### config.mk
export PLATFORM = sky130hd
export DESIGN_NAME = fetch_unit_flat
export DESIGN_NICKNAME = d
export VERILOG_FILES = /design/src/rtl/core_pkg.sv /design/src/rtl/fetch_unit_if.sv /design/src/rtl/fetch_buffer.sv /design/src/rtl/fetch_unit.sv /design/src/flat_wrapper.sv
export SDC_FILE = /design/constraint.sdc
export NUM_CORES = 1
export LEC_CHECK = 0
export CAP_MARGIN = 20
export CORE_ASPECT_RATIO = 0.75
export CORE_UTILIZATION = 41
export CTS_BUF_LIST = sky130_fd_sc_hd__clkbuf_4 sky130_fd_sc_hd__clkbuf_8
export CTS_CLUSTER_DIAMETER = 30
export CTS_CLUSTER_SIZE = 24
export DETAILED_ROUTE_END_ITERATION = 8
export MAX_ROUTING_LAYER = met4
export PLACE_DENSITY = 0.66
export SYNTH_ARGS = -nofsm -noshare
export SYNTH_HDL_FRONTEND = slang
export SYNTH_HIERARCHICAL = 1
export SYNTH_SLANG_ARGS = --single-unit
### constraint.sdc
create_clock -name clock -period 10.8 [get_ports clock]
set_input_delay 2.16 -clock clock [delete_from_list [all_inputs] [get_ports clock]]
set_output_delay 2.16 -clock clock [all_outputs]
set_load 0.005 [all_outputs]
### src/rtl/core_pkg.sv
// Shared core constants: fetch geometry, NOP encoding
// and the base opcodes decode switches on.
package core_pkg;

  localparam logic [31:0] NOP = 32'h0000_0013;
  localparam int unsigned PC_STEP = 4;
  localparam int unsigned FETCH_DEPTH = 2;

  typedef enum logic [6:0] {
    OP_LUI    = 7'b0110111,
    OP_AUIPC  = 7'b0010111,
    OP_JAL    = 7'b1101111,
    OP_JALR   = 7'b1100111,
    OP_BRANCH = 7'b1100011,
    OP_LOAD   = 7'b0000011,
    OP_STORE  = 7'b0100011,
    OP_IMM    = 7'b0010011,
    OP_REG    = 7'b0110011,
    OP_SYSTEM = 7'b1110011
  } opcode_t;

endpackage

### src/rtl/fetch_unit_if.sv
// Fetch-to-decode valid/ready channel carrying
// the PC/instruction pair.
interface fetch_unit_if #(
  parameter int ADDRESS_BITS = 16
);
  logic                    inst_valid;
  logic                    inst_ready;
  logic [ADDRESS_BITS-1:0] PC;
  logic [31:0]             instruction;

  modport master (
    output inst_valid,
    output PC,
    output instruction,
    input  inst_ready
  );

  modport slave (
    input  inst_valid,
    input  PC,
    input  instruction,
    output inst_ready
  );
endinterface

### src/rtl/fetch_buffer.sv
// Two-entry {PC, word} queue; slot e0 is always the head.
// flush beats push; pop and flush may coincide.
module fetch_buffer
  import core_pkg::*;
#(
  parameter int AW = 16
) (
  input  logic          clock,
  input  logic          reset,
  input  logic          push,
  input  logic          pop,
  input  logic          flush,
  input  logic [AW-1:0] push_pc,
  input  logic [31:0]   push_word,
  output logic [1:0]    count,
  output logic [AW-1:0] head_pc,
  output logic [31:0]   head_word
);

  logic [AW+31:0] e0, e1;
  logic [1:0]     fill;
  logic           wr_idx;

  assign fill   = count - {1'b0, pop};
  assign wr_idx = (fill != 2'd0);

  always_ff @(posedge clock) begin
    if (reset || flush)
      count <= '0;
    else
      count <= count + {1'b0, push} - {1'b0, pop};
    if (pop)
      e0 <= e1;
    if (push) begin
      if (wr_idx)
        e1 <= {push_pc, push_word};
      else
        e0 <= {push_pc, push_word};
    end
  end

  assign head_pc   = e0[AW+31:32];
  assign head_word = e0[31:0];

endmodule

### src/rtl/fetch_unit.sv
// Fetch stage: PC generation, imem request credit,
// response buffering and redirect squash.
module fetch_unit
  import core_pkg::*;
#(
  parameter int ADDRESS_BITS = 16,
  parameter logic [ADDRESS_BITS-1:0] RESET_PC = '0
) (
  input  logic                    clock,
  input  logic                    reset,
  input  logic                    next_PC_select,
  input  logic [ADDRESS_BITS-1:0] target_PC,
  output logic                    imem_req,
  output logic [ADDRESS_BITS-1:0] imem_addr,
  input  logic [31:0]             imem_rdata,
  fetch_unit_if.master            dec
);

  localparam int AW = ADDRESS_BITS;

  logic [AW-1:0] fpc, issued_pc, head_pc, tgt;
  logic [31:0]   head_word;
  logic [1:0]    count;
  logic [2:0]    avail;
  logic          inflight, squash, resp;
  logic          has_buf, valid, pop;
  logic          buf_push, buf_pop, buf_flush;

  assign tgt     = target_PC & ~AW'(3);
  assign resp    = inflight && !squash;
  assign has_buf = (count != 2'd0);
  assign valid   = !reset && (has_buf || resp);
  assign pop     = valid && dec.inst_ready;

  // The arriving word counts as an occupied slot even
  // before it is written, so the queue never overflows.
  assign avail = {1'b0, count} + {2'b0, inflight}
               - {2'b0, pop};
  assign imem_req = !reset && !next_PC_select
                 && (avail < 3'(FETCH_DEPTH));
  assign imem_addr = fpc;

  assign buf_pop   = pop && has_buf;
  assign buf_push  = resp && !(pop && !has_buf);
  assign buf_flush = next_PC_select;

  fetch_buffer #(.AW(AW)) u_buf (
    .clock     (clock),
    .reset     (reset),
    .push      (buf_push),
    .pop       (buf_pop),
    .flush     (buf_flush),
    .push_pc   (issued_pc),
    .push_word (imem_rdata),
    .count     (count),
    .head_pc   (head_pc),
    .head_word (head_word)
  );

  always_ff @(posedge clock) begin
    if (reset) begin
      fpc       <= RESET_PC;
      issued_pc <= '0;
      inflight  <= 1'b0;
      squash    <= 1'b0;
    end else if (next_PC_select) begin
      fpc      <= tgt;
      inflight <= 1'b0;
      squash   <= inflight;
    end else begin
      squash   <= 1'b0;
      inflight <= imem_req;
      if (imem_req) begin
        issued_pc <= fpc;
        fpc       <= fpc + AW'(PC_STEP);
      end
    end
  end

  always_comb begin
    dec.inst_valid  = valid;
    dec.PC          = '0;
    dec.instruction = NOP;
    if (valid) begin
      dec.PC          = has_buf ? head_pc : issued_pc;
      dec.instruction = has_buf ? head_word : imem_rdata;
    end
  end

endmodule
### src/flat_wrapper.sv
// flat-port wrapper written by rule: the top's interface ports become plain ports
module fetch_unit_flat import core_pkg::*;
#(
  parameter int ADDRESS_BITS = 16,
  parameter logic [ADDRESS_BITS-1:0] RESET_PC = '0
)
  (clock, reset, next_PC_select, target_PC, imem_req, imem_addr, imem_rdata, dec_inst_valid, dec_PC, dec_instruction, dec_inst_ready);
  fetch_unit_if #(.ADDRESS_BITS(ADDRESS_BITS)) dec_i ();
  input  logic clock;
  input  logic reset;
  input  logic next_PC_select;
  input  logic [ADDRESS_BITS-1:0] target_PC;
  output logic imem_req;
  output logic [ADDRESS_BITS-1:0] imem_addr;
  input  logic [31:0] imem_rdata;
  output wire logic [$bits(dec_i.inst_valid)-1:0] dec_inst_valid;
  output wire logic [$bits(dec_i.PC)-1:0] dec_PC;
  output wire logic [$bits(dec_i.instruction)-1:0] dec_instruction;
  input wire logic [$bits(dec_i.inst_ready)-1:0] dec_inst_ready;
  assign dec_inst_valid = dec_i.inst_valid;
  assign dec_PC = dec_i.PC;
  assign dec_instruction = dec_i.instruction;
  assign dec_i.inst_ready = dec_inst_ready;
  fetch_unit #(.ADDRESS_BITS(ADDRESS_BITS), .RESET_PC(RESET_PC)) u_core (.clock(clock), .reset(reset), .next_PC_select(next_PC_select), .target_PC(target_PC), .imem_req(imem_req), .imem_addr(imem_addr), .imem_rdata(imem_rdata), .dec(dec_i));
endmodule
==> flow_summary_export.csv, run 1 <==
group,metric,value,unit
die,rows,37,
worst_setup_path,cp.required,8.64,ns
global_routing,grt_overflow_total,0,
worst_setup_path,worstPathMaxFanout,44,
timing,fin_ws,1.79,ns
synthesis,synth-compound-area-share,0.0623,
global_routing,grt_pass1_wl,21.1,mm
drt,route.detailed.wl_per_inst,16.0,µm
hold_path,hold_path.startpoint,"u_core/inflight$_SDFF_PP0_",
synthesis,synth_top_family_by_area,"multiplexers",
timing,maxSlewHeadroom,0.312,
worst_setup_path,critPathArrivalTime,6.85,ns
synthesis,ys_async_sr_fraction,0,
placement,numPortBuffers,113,
synthesis,synth-simple-area-share,0.132,
cts,cts_resized,0,
placement,globalplace.congestion,0.784,
power,p_int,0.948,mW
power,p_clk_frac,0.361,
synthesis,ys.flop_type,"dfxtp_1",
cts,clkLatencyLatePin,0.43,ns
timing,tightest_slew,1.03,ns
cts,clock_path_buffers,2,
drt,ant_nets,0,
cts,h-tree-depth,4,
worst_setup_path,cp-start-kind,"input pin",
timing,maxSlewViolCount,0,
synthesis,synth_edf_count,48,
cts,cts_setup_buffers,0,
global_routing,grt_usage,0.189,
cts,clkSinkCount,128,
die,initial_core_util,0.425,
synthesis,synth_cell_types,52,
timing,whs,0.490,ns
drt,routed_wl,13.2,mm
synthesis,synth_seq_cells,128,
die,io_pins,118,
drt,vias,4232,
power,switchingPower,0.307,mW
drt,drtIter0Drc,239,
power,power_frac_seq,0.471,
global_routing,grt_pass1_vias,4214,
placement,place_area,7180,µm²
drt,post_drt_via_cell_ratio,5.10,
placement,dpl.cell_count,798,
layout,drive_gt1_frac,0.221,
layout,final_cells,830,
die,die_x,141,µm
layout,fin_nets,699,
timing,clock_skew,0.0205,ns
synthesis,netlist_area,5910,µm²
synthesis,synth_mux_area_frac,0.219,
timing,setup_violations,0,
placement,dpl.hpwl,8.56,mm
worst_setup_path,crit_start,"reset",
global_routing,grt_antenna_before_repair,0,
power,swShare,0.245,
worst_setup_path,endpoint_kind,"primary output",
power,power.density,165,nW/µm²
cts,hold_buffers,0,
timing,hold_viol,0,
drt,drtPass1Iterations,4,
timing,fin_crit_sh,0.834,
drt,drcViolationCount,0,
timing,fmax,111,MHz
placement,preCtsSetupSlack,1.77,ns
layout,diodes,0,
synthesis,synthAdderAreaFrac,0.0119,
worst_setup_path,timing.rr.start,"u_core/u_buf/count[1]$_SDFF_PP0_",
job,max_cap_viol_count,0,
synthesis,seq_area_frac_synth,0.515,
power,combPwrFrac,0.167,
timing,fin_setup_tns,0,ns
hold_path,hp-class,"reg -> reg",
timing,rsz0062_at_grt,"false",
synthesis,syn_inst,532,
status,status,"complete, no violations",
layout,fin_area,7610,µm²
worst_setup_path,critical_path_class,"in -> out",
synthesis,synth-xor-area-share,0.0233,
die,die_h,106,µm
power,power,1.25,mW
cts,cts_tree,"built",
power,max-vdd-ir-drop,79.6,µV
layout,area_growth_syn_to_layout,28.9,%
global_routing,grt_max_degree,50,
power,p_leak,2.80,nW
cts,cts_inserted_buffers,17,
synthesis,yosysWarnings,6,
layout,fin_util,0.548,
timing,min_period,9.01,ns
cts,cts_root_buf,"clkbuf_8",
synthesis,syn_avg_cell_area,11.1,µm²
die,dieArea,14900,µm²
die,coreArea,13900,µm²
cts,path_clk_slew,0.08,ns
-- critical path, stage by stage --
cell	delay [ns]
clkdlybuf4s50_1	0.45
buf_4	0.33
inv_1	0.20
nand2_2	0.09
buf_4	0.44
inv_1	0.26
and2_1	0.24
ha_1	0.26
nand2b_1	0.16
fa_1	0.46
xor2_2	0.25
nor3_4	0.85
clkdlybuf4s50_1	0.66
-- final timing paths --
path	slack (ns)	cells after the start	end
max	1.79	13	imem_req
min reg2reg	0.49	2	u_core/squash$_SDFF_PP0_
max reg2reg	6.19	14	u_core/issued_pc[14]$_SDFFE_PP0P_
min	0.49	2	u_core/squash$_SDFF_PP0_
-- power groups by stage --
stage | Combinational, mW | Clock, mW | Sequential [mW]
finish | 0.210 | 0.453 | 0.592
global route | 0.228 | 0.489 | 0.600
CTS | 0.211 | 0.466 | 0.592
detailed placement | 0.210 | 0 | 0.603
global placement | 0.201 | 0 | 0.599
floorplan | 0.149 | 0 | 0.593
-- Yosys cell counts, types with 3 or more instances --
| master | instances | share of area |
|---|---|---|
| nand2_1 | 100 | 0.064 |
| dfxtp_1 | 80 | 0.27 |
| mux2_2 | 76 | 0.14 |
| edfxtp_1 | 48 | 0.24 |
| a21oi_1 | 44 | 0.037 |
| nor2_1 | 28 | 0.018 |
| mux2_4 | 20 | 0.051 |
| clkbuf_1 | 15 | 0.0095 |
| mux2i_1 | 14 | 0.024 |
| a211oi_1 | 9 | 0.011 |
| nand3_1 | 9 | 0.0076 |
| buf_2 | 7 | 0.0059 |
| inv_1 | 6 | 0.0038 |
| xnor2_1 | 6 | 0.0089 |
| xor2_1 | 6 | 0.0089 |
| and3_1 | 4 | 0.0042 |
| buf_4 | 4 | 0.0051 |
| ha_1 | 4 | 0.0085 |
| nand4_1 | 4 | 0.0042 |
| buf_1 | 3 | 0.0019 |
| nand2b_1 | 3 | 0.0032 |
| nor3_1 | 3 | 0.0025 |
-- registers in the layout, indices dropped and copies added (netlist names) --
| signal | count |
|---|---|
| u_core/imem_addr | 14 |
| u_core/u_buf/count | 2 |
| u_core/issued_pc | 14 |
| u_core/squash | 1 |
| u_core/u_buf/e1 | 48 |
| u_core/inflight | 1 |
| u_core/u_buf/e0 | 48 |
-- cells by family (layout without fill, tap and decap cells) --
group | Yosys count | after routing
and+or+nand+nor | 171 | 171
AOI/OAI and AO/OA | 63 | 63
muxes | 110 | 110
other | 1 | 6
xor gates and xnor gates | 14 | 14
adders and majority gates | 5 | 5
DFF | 128 | 128
buffers and inverters | 40 | 158
-- cell usage in the layout (no fill, tap or decap), types with 3 or more instances in the layout --
cell type / instances
edfxtp_1: 48
nand4_1: 4
nor3_1: 3
dfxtp_1: 80
clkbuf_8: 17
mux2i_1: 14
clkdlybuf4s50_1: 113
mux2_2: 76
a211oi_1: 9
mux2_4: 20
buf_4: 5
nand2_1: 99
nand3_1: 8
clkinv_4: 3
conb_1: 6
inv_6: 5
inv_1: 6
xor2_1: 6
ha_1: 4
bufinv_16: 4
nor2_1: 27
a21oi_1: 43
clkinv_1: 3
nand2b_1: 3
xnor2_1: 6
and3_1: 3
-- layer usage --
layer,track usage,share of wire,vias up
met3,0.0559,0.039,8
met2,0.298,0.48,92
met4,0.0443,0.0069,0
met5,-,0,-
li1,-,-,2097
met1,0.239,0.47,2035
-- area by class of cell --
class                      count  area [µm²]
clock buffer                  17         234
sequential                   128        3040
fill                        1196        6270
timing repair buffer         119        1190
tap                          175         219
inverter                       7        26.3
clock inverter                15         205
multi-input combinational    369        2700
Note: power is estimated with default switching activity, not from simulation.
==> inputs of run 2 (changes only) <==
PLACE_DENSITY = 0.68   (was 0.66)
clock period = 7.8 ns   (was 10.8 ns; I/O delays follow)
==> run 2 against run 1 <==
  * First-iteration DRC count down 17%
  * Combinational power up 39%
  * Clock skew down 0.0098 ns
  * Flip-flop and latch count unchanged
  * Die area unchanged
  * Largest cell class unchanged
==> flow_summary_export.csv, run 2 (synthesized netlist as in run 1, its figures left out) <==
group,metric,value,unit
status,status,"complete, no violations",
placement,globalplace.congestion,0.820,
timing,whs,0.493,ns
worst_setup_path,critPathArrivalTime,4.86,ns
layout,largestRegisters,"u_core/u_buf/e0 (48), u_core/u_buf/e1 (48)",
drt,vias,4271,
worst_setup_path,critical_path_class,"in -> out",
drt,drtIter0Drc,199,
timing,setup_violations,0,
job,max_cap_viol_count,0,
timing,fin_crit_sh,0.823,
timing,maxSlewHeadroom,0.307,
layout,diodes,0,
die,die_x,141,µm
cts,h-tree-depth,4,
timing,rsz0062_at_grt,"false",
die,dieArea,14900,µm²
timing,fmax,156,MHz
drt,post_drt_via_cell_ratio,5.15,
drt,drtPass1Iterations,7,
die,die_h,106,µm
placement,dpl.hpwl,8.79,mm
timing,fin_setup_tns,0,ns
power,power.density,228,nW/µm²
cts,cts_tree,"built",
layout,fin_nets,700,
timing,clock_skew,0.0107,ns
cts,hold_buffers,0,
power,p_leak,2.80,nW
placement,numPortBuffers,113,
timing,min_period,6.42,ns
timing,hold_viol,0,
layout,final_cell_mix,"clkdlybuf4s50_1 (113), nand2_1 (99), dfxtp_1 (80)",
global_routing,grt_overflow_total,0,
drt,drcViolationCount,0,
worst_setup_path,endpoint_kind,"primary output",
worst_setup_path,worstPathMaxFanout,17,
global_routing,grt_pass1_vias,4300,
layout,final_common_cell,"clkdlybuf4s50_1",
cts,path_clk_slew,0.07,ns
placement,dpl.cell_count,799,
cts,clkLatencyLatePin,0.43,ns
die,coreArea,13900,µm²
drt,ant_nets,0,
cts,cts_inserted_buffers,17,
timing,fin_ws,1.38,ns
drt,route.detailed.wl_per_inst,16.3,µm
global_routing,grt_max_degree,50,
timing,maxSlewViolCount,0,
die,initial_core_util,0.425,
cts,cts_root_buf,"clkbuf_8",
cts,clock_path_buffers,2,
worst_setup_path,cp-start-kind,"input pin",
global_routing,grt_usage,0.197,
die,io_pins,118,
die,rows,37,
layout,final_cells,830,
layout,area_growth_syn_to_layout,28.8,%
cts,cts_setup_buffers,0,
worst_setup_path,cp.required,6.24,ns
drt,routed_wl,13.6,mm
timing,tightest_slew,1.04,ns
cts,clkSinkCount,128,
global_routing,grt_pass1_wl,22.0,mm
layout,drive_gt1_frac,0.220,
cts,cts_resized,0,
hold_path,hp-class,"reg -> reg",
power,max-vdd-ir-drop,125,µV
placement,preCtsSetupSlack,1.39,ns
global_routing,grt_antenna_before_repair,0,
run 2: cell types whose count changed in the layout (fill, tap and decap cells not counted), sizes merged:
| cell | previous run | this run |
|---|---|---|
| clkbuf | 17 | 23 |
| clkinvlp | 1 | 0 |
| clkinv | 6 | 5 |
| inv | 11 | 6 |
| buf | 6 | 7 |
run 2: report_power, final:
group	leakage [nW]	total [mW]	switching [mW]	internal, mW
combinational	1.50	0.291	0.106	0.185
clock	0.223	0.626	0.247	0.380
sequential	1.08	0.820	0.0455	0.775
run 2: per-stage QoR:
stage	utilization	area [µm²]	power, mW
floorplan	-	5920	1.03
global placement	0.516	7170	1.11
detailed placement	0.516	7170	1.13
CTS	0.548	7600	1.76
global route	0.548	7600	1.82
finish	0.548	7600	1.74
run 2: path summary, 6_finish.rpt:
kind | from | slack (ns) | cells after the start | endpoint
setup reg to reg | u_core/u_buf/count[1]$_SDFF_PP0_ | 4.07 | 12 | u_core/imem_addr[13]$_SDFFE_PP0P_
hold / removal | u_core/inflight$_SDFF_PP0_ | 0.49 | 2 | u_core/squash$_SDFF_PP0_
hold reg to reg | u_core/inflight$_SDFF_PP0_ | 0.49 | 2 | u_core/squash$_SDFF_PP0_
setup / recovery | reset | 1.38 | 12 | imem_req
run 2: critical path: stages:
cell and delay (ns):
clkdlybuf4s50_1 0.46, inv_1 0.21, nand2_2 0.07, inv_1 0.19, and2_1 0.19, ha_1 0.23
nand2b_1 0.16, fa_1 0.46, xor2_2 0.25, nor3_4 0.20, buf_4 0.30, clkdlybuf4s50_1 0.56
run 2: routing by layer:
layer	share of wire	GRT usage	routed length (µm)	vias to the layer above
li1	-	-	-	2103
met4	0.010	0.0745	138	0
met2	0.47	0.314	6400	105
met1	0.48	0.250	6460	2049
met3	0.041	0.0378	553	14
met5	0	-	0	-
run 2: cell type report:
| type | instances | area, µm² |
|---|---|---|
| fill | 1193 | 6280 |
| clock buffer | 23 | 298 |
| clock inverter | 8 | 136 |
| timing repair buffer | 120 | 1180 |
| multi-input combinational | 369 | 2700 |
| sequential | 128 | 3040 |
| tap | 175 | 219 |
| inverter | 7 | 26.3 |
